$ cat src/rtl/copy_mem_pkg.sv
// copy_mem_pkg
// Shared types and constants for the packet buffer read scheduler.
//   state_e                 scheduler FSM states
//   DEF_LEN_WIDTH           default width of a packet length field
//   DEF_MAX_PACKET_LENGTH   default largest legal packet length in bytes
//   MAX_PORTS               upper bound on the number of buffers served
//   onehot()                index -> one-hot vector (MAX_PORTS wide)
package copy_mem_pkg;

    typedef enum logic [2:0] {
        ST_IDLE  = 3'd0,
        ST_POP   = 3'd1,
        ST_READ  = 3'd2,
        ST_DRAIN = 3'd3,
        ST_GAP   = 3'd4
    } state_e;

    localparam int DEF_LEN_WIDTH         = 16;
    localparam int DEF_MAX_PACKET_LENGTH = 1536;
    localparam int MAX_PORTS             = 8;

    function automatic logic [MAX_PORTS-1:0] onehot(input logic [2:0] idx);
        logic [MAX_PORTS-1:0] v;
        v      = '0;
        v[idx] = 1'b1;
        return v;
    endfunction

endpackage

$ cat src/rtl/rr_arbiter.sv
// rr_arbiter
// Purely combinational round-robin pick: returns the first requesting index
// strictly after the last-granted index, wrapping around.
//   ireq    in   pPORTS  request vector
//   ilast   in   pIDX_W  index granted last time
//   ogrant  out  pIDX_W  chosen index (0 when ovalid=0)
//   ovalid  out  1       at least one request present
module rr_arbiter
    import copy_mem_pkg::*;
#(
    parameter int pPORTS = 4,
    parameter int pIDX_W = $clog2(pPORTS)
) (
    input  logic [pPORTS-1:0] ireq,
    input  logic [pIDX_W-1:0] ilast,
    output logic [pIDX_W-1:0] ogrant,
    output logic              ovalid
);

    logic [pIDX_W-1:0] cand;

    // Walk from the farthest candidate to the nearest so the nearest
    // requester after ilast is the last assignment and therefore wins.
    always_comb begin
        ogrant = '0;
        ovalid = 1'b0;
        cand   = '0;
        for (int k = pPORTS; k >= 1; k--) begin
            cand = pIDX_W'((int'(ilast) + k) % pPORTS);
            if (ireq[cand]) begin
                ogrant = cand;
                ovalid = 1'b1;
            end
        end
    end

endmodule

$ cat src/rtl/packet_buffer_read_scheduler.sv
// packet_buffer_read_scheduler
// Read-side controller for pPORTS packet buffers (length FIFO + packet SRAM).
// Picks a non-empty buffer round-robin, pops its length, reads that many bytes
// and reframes them onto one tagged output stream.
//   iclk, i_rst       clock, synchronous active-high reset
//   iempty, ilen      per-buffer empty flag and head-of-FIFO length
//   ird_data          per-buffer SRAM read data (pRD_LATENCY after ord_en)
//   idst_ready        downstream can accept a new packet
//   ord_en, olen_pop  one-hot buffer read enable / length pop
//   odata, odv        output byte and its valid
//   osop, oeop        first / last byte of packet (qualified by odv)
//   oport, olen       source port and length of current packet
//   oerr              pulse: illegal length popped and dropped
//   odbg_state        current FSM state
//
// Downstream handshake: idst_ready is a packet-level ready, sampled only in
// IDLE. Once a packet is granted it streams to completion on contiguous odv
// cycles; there is no per-byte backpressure.
module packet_buffer_read_scheduler
    import copy_mem_pkg::*;
#(
    parameter int pPORTS             = 4,
    parameter int pDATA_WIDTH        = 8,
    parameter int pLEN_WIDTH         = DEF_LEN_WIDTH,
    parameter int pMAX_PACKET_LENGHT = DEF_MAX_PACKET_LENGTH,
    parameter int pRD_LATENCY        = 1
) (
    input  logic                          iclk,
    input  logic                          i_rst,
    input  logic [pPORTS-1:0]             iempty,
    input  logic [pPORTS*pLEN_WIDTH-1:0]  ilen,
    input  logic [pPORTS*pDATA_WIDTH-1:0] ird_data,
    input  logic                          idst_ready,
    output logic [pPORTS-1:0]             ord_en,
    output logic [pPORTS-1:0]             olen_pop,
    output logic [pDATA_WIDTH-1:0]        odata,
    output logic                          odv,
    output logic                          osop,
    output logic                          oeop,
    output logic [$clog2(pPORTS)-1:0]     oport,
    output logic [pLEN_WIDTH-1:0]         olen,
    output logic                          oerr,
    output state_e                        odbg_state
);

    localparam int IDX_W = $clog2(pPORTS);
    // Stages from read enable to registered output byte (>= 2).
    localparam int L = pRD_LATENCY + 1;

    state_e                  state_q;
    logic [IDX_W-1:0]        last_q;
    logic [IDX_W-1:0]        grant_q;
    logic [pPORTS-1:0]       grant_oh_q;
    logic                    len_bad_q;
    logic [pLEN_WIDTH-1:0]   rd_cnt_q;
    logic                    first_q;
    logic [pPORTS-1:0]       ord_en_q;
    logic [pPORTS-1:0]       olen_pop_q;
    logic                    oerr_q;
    logic [IDX_W-1:0]        oport_q;
    logic [pLEN_WIDTH-1:0]   olen_q;
    logic [L-1:0]            vld_q;
    logic [L-1:0]            sop_q;
    logic [L-1:0]            eop_q;
    logic [pDATA_WIDTH-1:0]  odata_q;

    logic [IDX_W-1:0]        arb_idx;
    logic                    arb_vld;
    logic [pPORTS-1:0]       req;
    logic [pLEN_WIDTH-1:0]   head_len;
    logic [pDATA_WIDTH-1:0]  rd_byte;
    logic                    len_bad;
    logic                    tag_vld;
    logic                    tag_sop;
    logic                    tag_eop;

    assign req = ~iempty;

    rr_arbiter #(
        .pPORTS (pPORTS),
        .pIDX_W (IDX_W)
    ) u_arb (
        .ireq   (req),
        .ilast  (last_q),
        .ogrant (arb_idx),
        .ovalid (arb_vld)
    );

    // Head length of the candidate port, and read data of the granted port.
    always_comb begin
        head_len = '0;
        rd_byte  = '0;
        for (int i = 0; i < pPORTS; i++) begin
            if (arb_idx == IDX_W'(i)) head_len = ilen[i*pLEN_WIDTH +: pLEN_WIDTH];
            if (grant_q == IDX_W'(i)) rd_byte = ird_data[i*pDATA_WIDTH +: pDATA_WIDTH];
        end
    end

    assign len_bad = (head_len == '0) ||
                     (head_len > pLEN_WIDTH'(pMAX_PACKET_LENGHT));

    // Tags for the byte whose read enable is being issued this cycle.
    assign tag_vld = (state_q == ST_READ);
    assign tag_sop = tag_vld && first_q;
    assign tag_eop = tag_vld && (rd_cnt_q == pLEN_WIDTH'(1));

    always_ff @(posedge iclk) begin
        if (i_rst) begin
            state_q    <= ST_IDLE;
            last_q     <= IDX_W'(pPORTS - 1);
            grant_q    <= '0;
            grant_oh_q <= '0;
            len_bad_q  <= 1'b0;
            rd_cnt_q   <= '0;
            first_q    <= 1'b0;
            ord_en_q   <= '0;
            olen_pop_q <= '0;
            oerr_q     <= 1'b0;
            oport_q    <= '0;
            olen_q     <= '0;
            vld_q      <= '0;
            sop_q      <= '0;
            eop_q      <= '0;
            odata_q    <= '0;
        end else begin
            olen_pop_q <= '0;
            oerr_q     <= 1'b0;

            vld_q   <= {vld_q[L-2:0], tag_vld};
            sop_q   <= {sop_q[L-2:0], tag_sop};
            eop_q   <= {eop_q[L-2:0], tag_eop};
            // Stage L-2 lines up with SRAM data for that read enable.
            odata_q <= vld_q[L-2] ? rd_byte : '0;

            case (state_q)
                ST_IDLE: begin
                    if (idst_ready && arb_vld) begin
                        grant_q    <= arb_idx;
                        grant_oh_q <= pPORTS'(onehot(3'(arb_idx)));
                        olen_pop_q <= pPORTS'(onehot(3'(arb_idx)));
                        oerr_q     <= len_bad;
                        len_bad_q  <= len_bad;
                        oport_q    <= arb_idx;
                        olen_q     <= head_len;
                        state_q    <= ST_POP;
                    end
                end
                ST_POP: begin
                    last_q <= grant_q;
                    if (len_bad_q) begin
                        state_q <= ST_GAP;
                    end else begin
                        rd_cnt_q <= olen_q;
                        first_q  <= 1'b1;
                        ord_en_q <= grant_oh_q;
                        state_q  <= ST_READ;
                    end
                end
                ST_READ: begin
                    first_q  <= 1'b0;
                    rd_cnt_q <= rd_cnt_q - pLEN_WIDTH'(1);
                    if (rd_cnt_q == pLEN_WIDTH'(1)) begin
                        ord_en_q <= '0;
                        // Reused as the drain countdown: L-1 DRAIN cycles.
                        rd_cnt_q <= pLEN_WIDTH'(L - 2);
                        state_q  <= ST_DRAIN;
                    end
                end
                ST_DRAIN: begin
                    if (rd_cnt_q == '0) state_q <= ST_GAP;
                    else rd_cnt_q <= rd_cnt_q - pLEN_WIDTH'(1);
                end
                ST_GAP:  state_q <= ST_IDLE;
                default: state_q <= ST_IDLE;
            endcase
        end
    end

    assign ord_en     = ord_en_q;
    assign olen_pop   = olen_pop_q;
    assign odata      = odata_q;
    assign odv        = vld_q[L-1];
    assign osop       = sop_q[L-1];
    assign oeop       = eop_q[L-1];
    assign oport      = oport_q;
    assign olen       = olen_q;
    assign oerr       = oerr_q;
    assign odbg_state = state_q;

endmodule

$ cat config.mk
export PLATFORM = sky130hd
export DESIGN_NAME = packet_buffer_read_scheduler
export DESIGN_NICKNAME = d
export VERILOG_FILES = /design/src/rtl/copy_mem_pkg.sv /design/src/rtl/rr_arbiter.sv /design/src/rtl/packet_buffer_read_scheduler.sv
export SDC_FILE = /design/constraint.sdc
export NUM_CORES = 1
export LEC_CHECK = 0
export CAP_MARGIN = 20
export CORE_UTILIZATION = 45
export DETAILED_ROUTE_END_ITERATION = 10
export PLACE_DENSITY = 0.86
export SLEW_MARGIN = 20
export SYNTH_ARGS = -nofsm -noshare
export SYNTH_HDL_FRONTEND = slang
export SYNTH_SLANG_ARGS = --single-unit
$ cat constraint.sdc
create_clock -name iclk -period 3.7 [get_ports iclk]
set_input_delay 0.74 -clock iclk [delete_from_list [all_inputs] [get_ports iclk]]
set_output_delay 0.74 -clock iclk [all_outputs]
set_load 0.02 [all_outputs]
==> summary.txt <==
Antenna violations before repair: 1
Max Cap Viol: 0
Final Non-Filler Cells: 678
Worst R2R End: oerr$_SDFF_PP0_
Initial Util: 46.2%
Clock sink total: 68
Worst Tran Pin Value: 0.812 ns
Largest net degree at the start of global routing: 42
Total negative setup slack: 0 ns
Routed WL per cell: 17.5 um
Distinct cell type count after synthesis: 56
Nets: 673
Final Hold Fails: 0
CP Launch Point: iempty[2]
Reg2reg path depth: 7
Synth warnings: 0
Required time worst endpoint: 3.96 ns
Hold Path Depth: 1
Worst hold-check path type: reg2reg
Seq/Total Area, Yosys: 36.1%
RR Startpoint: last_q[1]$_SDFFE_PP1N_
FF-to-FF setup slack: 1.00 ns
FILL cells: 665
Post-Syn Nets: 544
Footprint of the multi-input gates: 2200 um2
Area contributors post-synth: dfxtp_1, nor2_1, mux4_2
Routed met3 length: 903 um
CTS buffer count: 9
Clock Pin Slew Worst Setup and Hold Paths: 0.08 ns
Mean Syn Cell Area: 8.60 um2
CP Capture Type: register
Post-synth EDFFs: 0
Vias/cell: 6.11
N_diodes: 0
Post-DP HPWL: 8.79 mm
Wl on met1: 4.81 mm
DRT Wirelength: 11.9 mm
Cell Area, Synth: 3780 um2
1st-pass router iterations: 5
Fin. max-slew vios: 0
Setup crit start kind: input port
Wire length on met2: 5.75 mm
Final GP Congestion: 0.865
Vias in the first global route: 4037
DRC errors left: 0
Final period utilization: 89.6%
Io pins: 144
Area growth syn-to-layout: 44.6%
Share of the synthesized area in the top cell type: 36.1%
RSZ-0062 raised after global routing: no
Vias: 4144
CTS tree: done
DRT iter0 DRCs: 297
Gr ovfl total: 0
Uppermost layer routed: met4
Kind of critical path: in2reg
Largest fanout on the critical path: 23
First-pass GRT wire length: 19.0 mm
Share of post-route cells with drive strength above 1: 9.08%
Clk root buf: clkbuf_8
Min cycle time layout: 3.32 ns
Core Area: 8180 um2
Clk Latency, worst-skew pair: 0.35 ns
IO buf count: 143
Chip Height: 93.6 um
Power Total: 3.93 mW
Max transition margin: 45.4%
WHS Endpoint: eop_q[1]$_SDFF_PP0_
Hold buffers post-CTS: 0
Upper clock frequency limit: 302 MHz
Synth Instances: 439
Longest Clk Path Bufs: 2
Placed cells: 662
PwrDens: 719 nW/um2
#FFs+latches synth: 68
PostCTS Resize Cnt: 0
Final setup viols: 0
Clock Skews: 0.0122 ns
Row count: 33
H-tree Lvls: 3
Synth area leader: dfxtp_1
Worst vdd ir: 0.453 mV
FF/Latch Area: 1360 um2
Die X: 93.6 um
Setup Buffers After CTS: 0
Static leakage: 2.01 nW
Global Route Usage Sum: 28.1%
Antenna violation net count after detailed routing: 0
Die area: 8760 um2
Crit path DAT: 3.58 ns
Main flop type after synthesis: dfxtp_1
Hold Path Origin: eop_q[0]$_SDFF_PP0_
Status: completed
Fraction of registers with async set/reset: 0%
logic make-up after synthesis:
group	count (synthesis)	share of synthesized area [%]
simple gates	153	20.0
compound gates	149	29.3
flops	68	36.1
buf+inv	46	5.73
mux	20	8.08
fa+ha+maj	2	0.663
xor+xnor	1	0.232
worst max-delay path by stage:
stage / to / slack, ns / depth (start not counted)
6_report: oerr$_SDFF_PP0_ / 0.38 / 8
3_3_place_gp: oerr$_SDFF_PP0_ / 0.21 / 8
3_5_place_dp: oerr$_SDFF_PP0_ / 0.04 / 8
2_1_floorplan: oerr$_SDFF_PP0_ / 0.84 / 10
4_1_cts: oerr$_SDFF_PP0_ / 0.40 / 8
5_1_grt: oerr$_SDFF_PP0_ / 0.13 / 8
layer usage:
metal | vias to the layer above | track usage (%)
met5 | - | 0
met4 | 0 | 13.7
met3 | 37 | 5.85
met2 | 212 | 50.1
met1 | 1944 | 31.5
li1 | 1951 | -
power breakdown:
group / switching [mW] / internal, mW
logic: 1.22 / 0.961
registers: 0.214 / 0.905
clock network: 0.294 / 0.334
state kept, by name, indices dropped and copies added (netlist names), 3 cells and up:
signal / cells
grant_oh_q: 4
ord_en: 4
odata: 8
rd_cnt_q: 16
odbg_state: 3
olen_pop: 4
olen: 16
critical path, cell delays in order:
cell             delay, ns
clkdlybuf4s50_1       0.58
nor2b_1               0.24
o21ba_2               0.49
nor3_2                0.17
a211oi_1              0.36
o22ai_1               0.16
or4_1                 0.57
a311oi_1              0.26
layout by cell type, fill, tap and decap left out, types with 13 or more instances in the layout:
cell type,n
o31ai_1,18
clkdlybuf4s50_1,143
nor3_1,13
nand2_1,21
a22oi_1,17
a41oi_1,17
nor2_1,62
dfxtp_1,68
a21oi_1,21
o21ai_0,16
buf_4,13
through the flow:
| step | utilization [%] | hold slack [ns] | setup slack, ns | area [um2] |
|---|---|---|---|---|
| after floorplan | - | 0.414 | 0.837 | 3780 |
| after global placement | 64.2 | 0.420 | 0.213 | 5250 |
| after detailed placement | 64.2 | 0.430 | 0.0443 | 5250 |
| after CTS | 66.8 | 0.448 | 0.403 | 5460 |
| after global routing | 66.8 | 0.460 | 0.132 | 5460 |
| final | 66.8 | 0.442 | 0.383 | 5460 |
cells in the mapped netlist, types with 2 or more instances:
cell,number
a21o_1,3
nor4_1,12
buf_4,2
a22o_1,12
buf_6,4
o22ai_1,2
mux2i_1,8
mux2_2,4
mux4_2,8
a22oi_1,17
o41ai_1,3
a21oi_1,21
ha_1,2
and4_1,3
or4_1,4
and3_1,11
nor3b_1,2
dfxtp_1,68
a41oi_1,17
nor2b_1,4
inv_1,8
o31a_1,6
buf_2,5
nor3_1,13
clkbuf_1,27
nor2_1,62
a32o_1,5
o21a_1,4
a211oi_1,12
o21ai_0,16
nand2_1,21
nand4_1,5
o31ai_1,18
nand3_1,8
layout make-up:
type / count / area share, %
clock buffer: 10 / 2.52
sequential: 68 / 24.9
clock inverter: 6 / 1.31
multi-input combinational: 325 / 40.3
tap: 105 / 2.41
inverter: 8 / 0.550
timing repair buffer: 156 / 28.0
Note: power is estimated with default switching activity, not from simulation.
